[src/rtl/io_bridge_pkg.sv]
// Shared state encodings, transfer size codes and lane helpers for the
// byte <-> word IO bridge.
package io_bridge_pkg;

  typedef enum logic {
    IN_IDLE    = 1'b0,
    IN_COLLECT = 1'b1
  } in_state_t;

  typedef enum logic {
    OUT_IDLE = 1'b0,
    OUT_SEND = 1'b1
  } out_state_t;

  localparam logic SZ_BYTE = 1'b0;
  localparam logic SZ_WORD = 1'b1;

  // Byte transfers always live in bits [7:0]; word lanes follow the wire order.
  function automatic logic [1:0] lane_of(input logic big_endian,
                                         input logic size,
                                         input logic [1:0] cnt);
    if (size == SZ_BYTE)
      return 2'd0;
    return big_endian ? ~cnt : cnt;
  endfunction

  function automatic logic is_last(input logic size, input logic [1:0] cnt);
    return (size == SZ_BYTE) || (cnt == 2'd3);
  endfunction

endpackage

[src/rtl/io_word_bridge.sv]
// Bridges a byte-wide UART-side controller to CPU byte/word IO requests,
// with independent input (assemble) and output (serialise) paths.
module io_word_bridge
  import io_bridge_pkg::*;
#(
  parameter bit BIG_ENDIAN = 1'b0
) (
  input  logic        clk,
  input  logic        rst,
  input  logic [7:0]  in_byte,
  input  logic        in_byte_vld,
  output logic        in_byte_rdy,
  output logic [7:0]  out_byte,
  output logic        out_byte_vld,
  input  logic        out_byte_rdy,
  input  logic        cpu_in_req,
  input  logic        cpu_in_size,
  output logic [31:0] cpu_in_data,
  output logic        cpu_in_done,
  input  logic        cpu_out_req,
  input  logic        cpu_out_size,
  input  logic [31:0] cpu_out_data,
  output logic        cpu_out_done
);

  in_state_t   in_state, in_state_nxt;
  logic        in_size;
  logic [1:0]  in_cnt;
  logic [1:0]  in_lane;
  logic [31:0] in_shift;
  logic [31:0] in_merged;
  logic        in_start, in_xfer, in_last;

  out_state_t  out_state, out_state_nxt;
  logic        out_size;
  logic [1:0]  out_cnt;
  logic [1:0]  out_lane;
  logic [31:0] out_data;
  logic        out_start, out_xfer, out_last;

  // ---------------- input path ----------------
  always_ff @(posedge clk) begin
    if (rst)
      in_state <= IN_IDLE;
    else
      in_state <= in_state_nxt;
  end

  // A request overlapping the done pulse is dropped so the CPU sees the result first.
  always_comb begin
    in_state_nxt = in_state;
    in_byte_rdy  = 1'b0;
    in_start     = 1'b0;
    in_xfer      = 1'b0;
    in_last      = 1'b0;
    case (in_state)
      IN_IDLE: begin
        in_start = cpu_in_req && !cpu_in_done;
        if (in_start)
          in_state_nxt = IN_COLLECT;
      end
      IN_COLLECT: begin
        in_byte_rdy = 1'b1;
        in_xfer     = in_byte_vld;
        in_last     = in_xfer && is_last(in_size, in_cnt);
        if (in_last)
          in_state_nxt = IN_IDLE;
      end
      default: in_state_nxt = IN_IDLE;
    endcase
  end

  assign in_lane = lane_of(BIG_ENDIAN, in_size, in_cnt);

  always_comb begin
    in_merged = in_shift;
    in_merged[{in_lane, 3'b000} +: 8] = in_byte;
  end

  always_ff @(posedge clk) begin
    if (rst) begin
      in_size     <= SZ_BYTE;
      in_cnt      <= 2'd0;
      in_shift    <= 32'h0;
      cpu_in_data <= 32'h0;
      cpu_in_done <= 1'b0;
    end else begin
      cpu_in_done <= in_last;
      if (in_start) begin
        in_size  <= cpu_in_size;
        in_cnt   <= 2'd0;
        in_shift <= 32'h0;
      end else if (in_xfer) begin
        in_shift <= in_merged;
        in_cnt   <= in_last ? 2'd0 : in_cnt + 2'd1;
        if (in_last)
          cpu_in_data <= in_merged;
      end
    end
  end

  // ---------------- output path ----------------
  always_ff @(posedge clk) begin
    if (rst)
      out_state <= OUT_IDLE;
    else
      out_state <= out_state_nxt;
  end

  always_comb begin
    out_state_nxt = out_state;
    out_byte_vld  = 1'b0;
    out_start     = 1'b0;
    out_xfer      = 1'b0;
    out_last      = 1'b0;
    case (out_state)
      OUT_IDLE: begin
        out_start = cpu_out_req && !cpu_out_done;
        if (out_start)
          out_state_nxt = OUT_SEND;
      end
      OUT_SEND: begin
        out_byte_vld = 1'b1;
        out_xfer     = out_byte_rdy;
        out_last     = out_xfer && is_last(out_size, out_cnt);
        if (out_last)
          out_state_nxt = OUT_IDLE;
      end
      default: out_state_nxt = OUT_IDLE;
    endcase
  end

  assign out_lane = lane_of(BIG_ENDIAN, out_size, out_cnt);

  always_comb begin
    out_byte = 8'h00;
    if (out_state == OUT_SEND)
      out_byte = out_data[{out_lane, 3'b000} +: 8];
  end

  always_ff @(posedge clk) begin
    if (rst) begin
      out_size     <= SZ_BYTE;
      out_cnt      <= 2'd0;
      out_data     <= 32'h0;
      cpu_out_done <= 1'b0;
    end else begin
      cpu_out_done <= out_last;
      if (out_start) begin
        out_size <= cpu_out_size;
        out_cnt  <= 2'd0;
        out_data <= cpu_out_data;
      end else if (out_xfer) begin
        out_cnt <= out_last ? 2'd0 : out_cnt + 2'd1;
      end
    end
  end

endmodule

[config.mk]
export PLATFORM = sky130hd
export DESIGN_NAME = io_word_bridge
export DESIGN_NICKNAME = d
export VERILOG_FILES = /design/src/rtl/io_bridge_pkg.sv /design/src/rtl/io_word_bridge.sv
export SDC_FILE = /design/constraint.sdc
export NUM_CORES = 1
export LEC_CHECK = 0
export CAP_MARGIN = 20
export CORE_MARGIN = 2
export CORE_UTILIZATION = 35
export DETAILED_ROUTE_END_ITERATION = 10
export GPL_ROUTABILITY_DRIVEN = 0
export SYNTH_ARGS = -nofsm -noshare
export SYNTH_HDL_FRONTEND = slang
export SYNTH_SLANG_ARGS = --single-unit
[constraint.sdc]
create_clock -name clk -period 2.3 [get_ports clk]
set_input_delay 0.46 -clock clk [delete_from_list [all_inputs] [get_ports clk]]
set_output_delay 0.46 -clock clk [all_outputs]
set_load 0.05 [all_outputs]
Word level (Yosys, flattened, before mapping). Index checks and enable logic that the tools add are counted. Widths: inputs -> output; s select.

Register bits after elaboration: 106. Bits in latches: 0. RAM bits: 0. Memory bits (read-only): 0. Input bits: 48. Output and inout bits: 44. Word-level logic and storage cells: 55. Memories kept: 0.

Add/sub/neg operators: 3. Multiply operators: 0. Divide/modulo/power cells: 0. Order comparisons: 0. Equal/unequal tests: 2. Shift operators: 3. Mux-type cells: 20. Bitwise gates (word level): 5. Reduce and logical (&&, ||, !) cells: 11.

Operators by type and width (number): $bwmux 32 (1); $shift 8x7->32 const A (1); $shiftx 32x6->8 (1); $shiftx 8x7->32 (1); $mux 1 (12); $mux 2 (4); $mux 8 (1); $neg 5->7 (1); $not 1->1 (5); $add 2x1->2 const B (2); $eq 2x2->1 const B (2); $logic_and 1x1->1 (4); $pmux 1 s2 (2); $reduce_or 2->1 (2); $reduce_and 3->1 (1); $logic_not 1->1 (2); $logic_or 1x1->1 (2).

Depth between registers and ports, before layout.
Depth after elaboration: 5. Mapped depth: 10. Mapped depth without buffers: 6.

Least setup slack after synthesis. No wires, ideal clock.

Kind: reg-to-reg. From: reg in_size. To: reg cpu_in_data[14]. Setup time: 0.117 ns. Arrival: 1.885 ns. Required time: 2.183 ns. Path slack: 0.298 ns. Stages on the path, launching flop included: 11. Path buffers: 5. Period minus slack after synthesis: 2.002 ns. Cells stage by stage: dfxtp_1 buf_6 and2_1 buf_2 ha_1 buf_2 and4b_1 buf_2 buf_4 a21oi_1 o2bb2ai_2.

Word-level cells in the longest chain between the ends: 5. Elaborated cells between the ends (all ways): 10. Classes of those cells: 1 x add/sub; 2 x shift; 3 x mux; 1 x bitwise; 3 x reduce/logical.

Ends and longest elaborated chain: start: declaration (RTL line io_word_bridge.sv:27) `logic in_size;`; start signal: assignment (RTL line io_word_bridge.sv:90) `in_size <= cpu_in_size;`; parallel branches: the longest is 5 deep, another holds $neg 5->7; end signal: assignment (RTL line io_word_bridge.sv:97) `cpu_in_data <= in_merged;`; end: declaration (RTL line io_word_bridge.sv:18) `output logic [31:0] cpu_in_data,`.

Several ways; the timed one is not identified. A chain may end at the register's enable or synchronous reset.

Final worst setup path.
From: reg in_state. To: out in_byte_rdy.

Word-level cells in the longest chain between the ends: 1.

Ends and longest elaborated chain: start: declaration (RTL line io_word_bridge.sv:26) `in_state_t in_state, in_state_nxt;`; start signal: assignment (RTL line io_word_bridge.sv:46) `in_state <= in_state_nxt;`; $mux 1 (RTL line io_word_bridge.sv:56) `case (in_state)`; end: declaration (RTL line io_word_bridge.sv:12) `output logic in_byte_rdy,`.

Every way passes these cells.

==> run_results.csv <==
group,metric,value,unit
placed_design,place_inst,756,
setup_path,cp.arrival,1710,ps
setup_path,path_max_fanout,6,
route,drc_errors,0,
global_route,grt_pass1_wl,20600,µm
yosys,syn_avg_cell_area,9.51,µm²
sta,finClkSkew,5.72,ps
global_route,grt_util_all_layers,0.177,
yosys,synth_seq_cells,106,
sta,slew_violations,0,
sta,tightest_slew,566,ps
yosys,synth-simple-area-share,0.173,
floorplan,core_area,13300,µm²
sta,fmax,0.461,GHz
sta,setup_violations,0,
setup_path,path_delay_family,"buffers and inverters",
yosys,ys_seq_area_frac,0.441,
placed_design,post-place-ws,184,ps
floorplan,initial_core_util,0.361,
clocking,cts_hold_buf,0,
yosys,synth_top_family_by_area,"compound AO/OA/AOI/OAI gates",
power,power_per_cell_area,643,nW/µm²
global_route,grt_max_degree,40,
global_route,grt_overflow_total,0,
setup_path,crit_path_end_kind,"primary output",
yosys,synthesis.nets,559,
yosys,synth_cell_type_count,41,
clocking,htreeDepth,3,
yosys,ys_top_cells_by_area,"dfxtp_1 44%, o2bb2ai_2 9.0%, a21oi_1 6.3%, nand2_1 6.2%, mux2i_1 3.7%",
setup_path,crit_path_start_kind,"flip-flop",
layout,syn2layout_area_growth,29.9,%
clocking,root_buffer,"clkbuf_16",
floorplan,row_count,42,
route,avgViaCountPerCell,5.27,
sta,hold_viol,0,
yosys,synth_most_common_cell,"dfxtp_1",
yosys,synthAdderAreaFrac,0.0130,
layout,drive_gt1_frac,0.163,
floorplan,die_w,121,µm
clocking,cts_setup_buffers,0,
sta,relSlewSlack,0.621,
sta,hold_ws,455,ps
yosys,syn_inst,506,
setup_path,path_buf_inv,1,
yosys,synth.area.mux_share,0.0561,
yosys,yosys_warnings,0,
setup_path,crit_path_top_delay_cell,"clkdlybuf4s50_1",
power,p_leak,2.32,nW
layout,postLayoutCellArea,6250,µm²
placed_design,dp_hpwl,8790,µm
floorplan,io_pins,92,
route,drt-pass1-iter-count,4,
setup_path,crit_chain,"clkdlybuf4s50_1",
setup_path,worstSetupPathType,"reg2out",
global_route,antenna_found_initial,0,
clocking,cts_tree,"done",
clocking,cts.sinks,106,
worst_hold_path,hp-class,"reg2reg",
yosys,synth-compound-area-share,0.262,
sta,finalWorstSetupSlack,131,ps
yosys,async_flop_share,0,
clocking,cts.path.max_buffers,2,
route,vias,4068,
setup_path,slowest_delay,860,ps
sta,fin_tns_setup,0,ps
sta,layout_min_cycle_time,2170,ps
floorplan,fp.dieH,121,µm
route,ant_nets,0,
power,power,4.02,mW
yosys,ys.flop_type,"dfxtp_1",
sta,fin_crit_sh,0.943,
clocking,clk_latency,350,ps
layout,post-route-util,0.468,
clocking,cts_made_buffers,9,
placed_design,portBuffers,91,
clocking,ctsResizeCount,0,
yosys,synth_area_leader_cell,"dfxtp_1",
route,wirelength,12800,µm
yosys,yosysTopAreaCellShare,0.441,
setup_path,cp.required,1840,ps
yosys,synth_xor_area_frac,0,
placed_design,post_dp_cell_area,5930,µm²
yosys,synth_edf_count,0,
yosys,synth.cell_area,4810,µm²
status,status,"finished, final reports clean",
power,ir_worst_vdd,0.000436,V
sta,rsz0062_at_grt,"false",
global_route,grt_pass1_vias,3938,
route,drt_iter0_drc,222,
layout,n_antenna_cell,0,
clocking,clk_pin_slew,70,ps
yosys,synth_commonest_cells,"106 x dfxtp_1, 80 x nand2_1, 61 x a21oi_1",
layout,instances_no_fill,772,
run,cap_violations,0,
layout,layout.nets,644,
floorplan,dieArea,14700,µm²
route,avgRoutedWirePerCell,16.6,µm
logic make-up after synthesis:
logic type / Yosys count
flip-flops: 106
AO/OA/AOI/OAI: 154
AND/OR/NAND/NOR: 164
buffers and inverters: 51
adder cells (fa/ha/maj): 5
multiplexers: 26
routing by layer:
| metal | routed length (µm) | track usage | up-vias |
|---|---|---|---|
| met5 | 0 | 0 | - |
| met3 | 595 | 0.0404 | 19 |
| met2 | 5820 | 0.273 | 84 |
| met1 | 6070 | 0.242 | 1961 |
| li1 | - | - | 2004 |
| met4 | 316 | 0.0675 | 0 |
layout make-up:
cell class              instances  area (µm²)
inverters                       6        22.5
repair buffers                119        1130
well taps                     176         220
clock inverters                 5        86.3
clock buffers                  11         233
fillers                      1256        7100
multi-input cells             349        2440
flip-flops and latches        106        2120
power by group:
part	switching (mW)	leakage [nW]	internal [mW]
registers	0.0398	0.860	1.89
clock network	0.698	0.155	0.966
logic	0.242	1.31	0.186
total	0.980	2.32	3.04
state kept, by name (all words and copies together), names as in the netlist:
register and count:
cpu_in_data 32, cpu_in_done 1, cpu_out_done 1, in_cnt 2
in_shift 32, in_size 1, in_state 1, out_cnt 2
out_data 32, out_size 1, out_state 1
final timing paths:
check,from,to,slack (ps),depth (start not counted)
max,in_state$_SDFF_PP0_,in_byte_rdy,130,1
min,out_data[14]$_SDFFE_PP0P_,out_data[14]$_SDFFE_PP0P_,450,2
max reg2reg,in_size$_SDFFE_PP0P_,cpu_in_data[24]$_SDFFE_PP0P_,350,6
min reg2reg,out_data[14]$_SDFFE_PP0P_,out_data[14]$_SDFFE_PP0P_,450,2
cells in the final DEF (no fill, tap or decap), types with 2 or more instances in the layout:
cell,n
dfxtp_1,106
clkdlybuf4s50_1,81
nand2_1,80
a21oi_1,61
buf_4,34
o2bb2ai_2,29
mux2i_1,18
nor2b_1,18
o21ai_0,16
a32oi_1,16
nand3_1,11
and3_1,10
nor2_1,10
nor3b_1,9
a22oi_1,9
clkbuf_16,9
mux2_2,8
o211a_1,8
nand4_1,8
a32o_1,8
inv_1,5
ha_1,5
and2_1,3
nor3_1,3
o2bb2ai_1,3
buf_12,3
o21a_1,2
nor3b_4,2
and4b_1,2
clkbuf_1,2
bufinv_16,2
inv_6,2
Power figures use the tool's default switching activity.
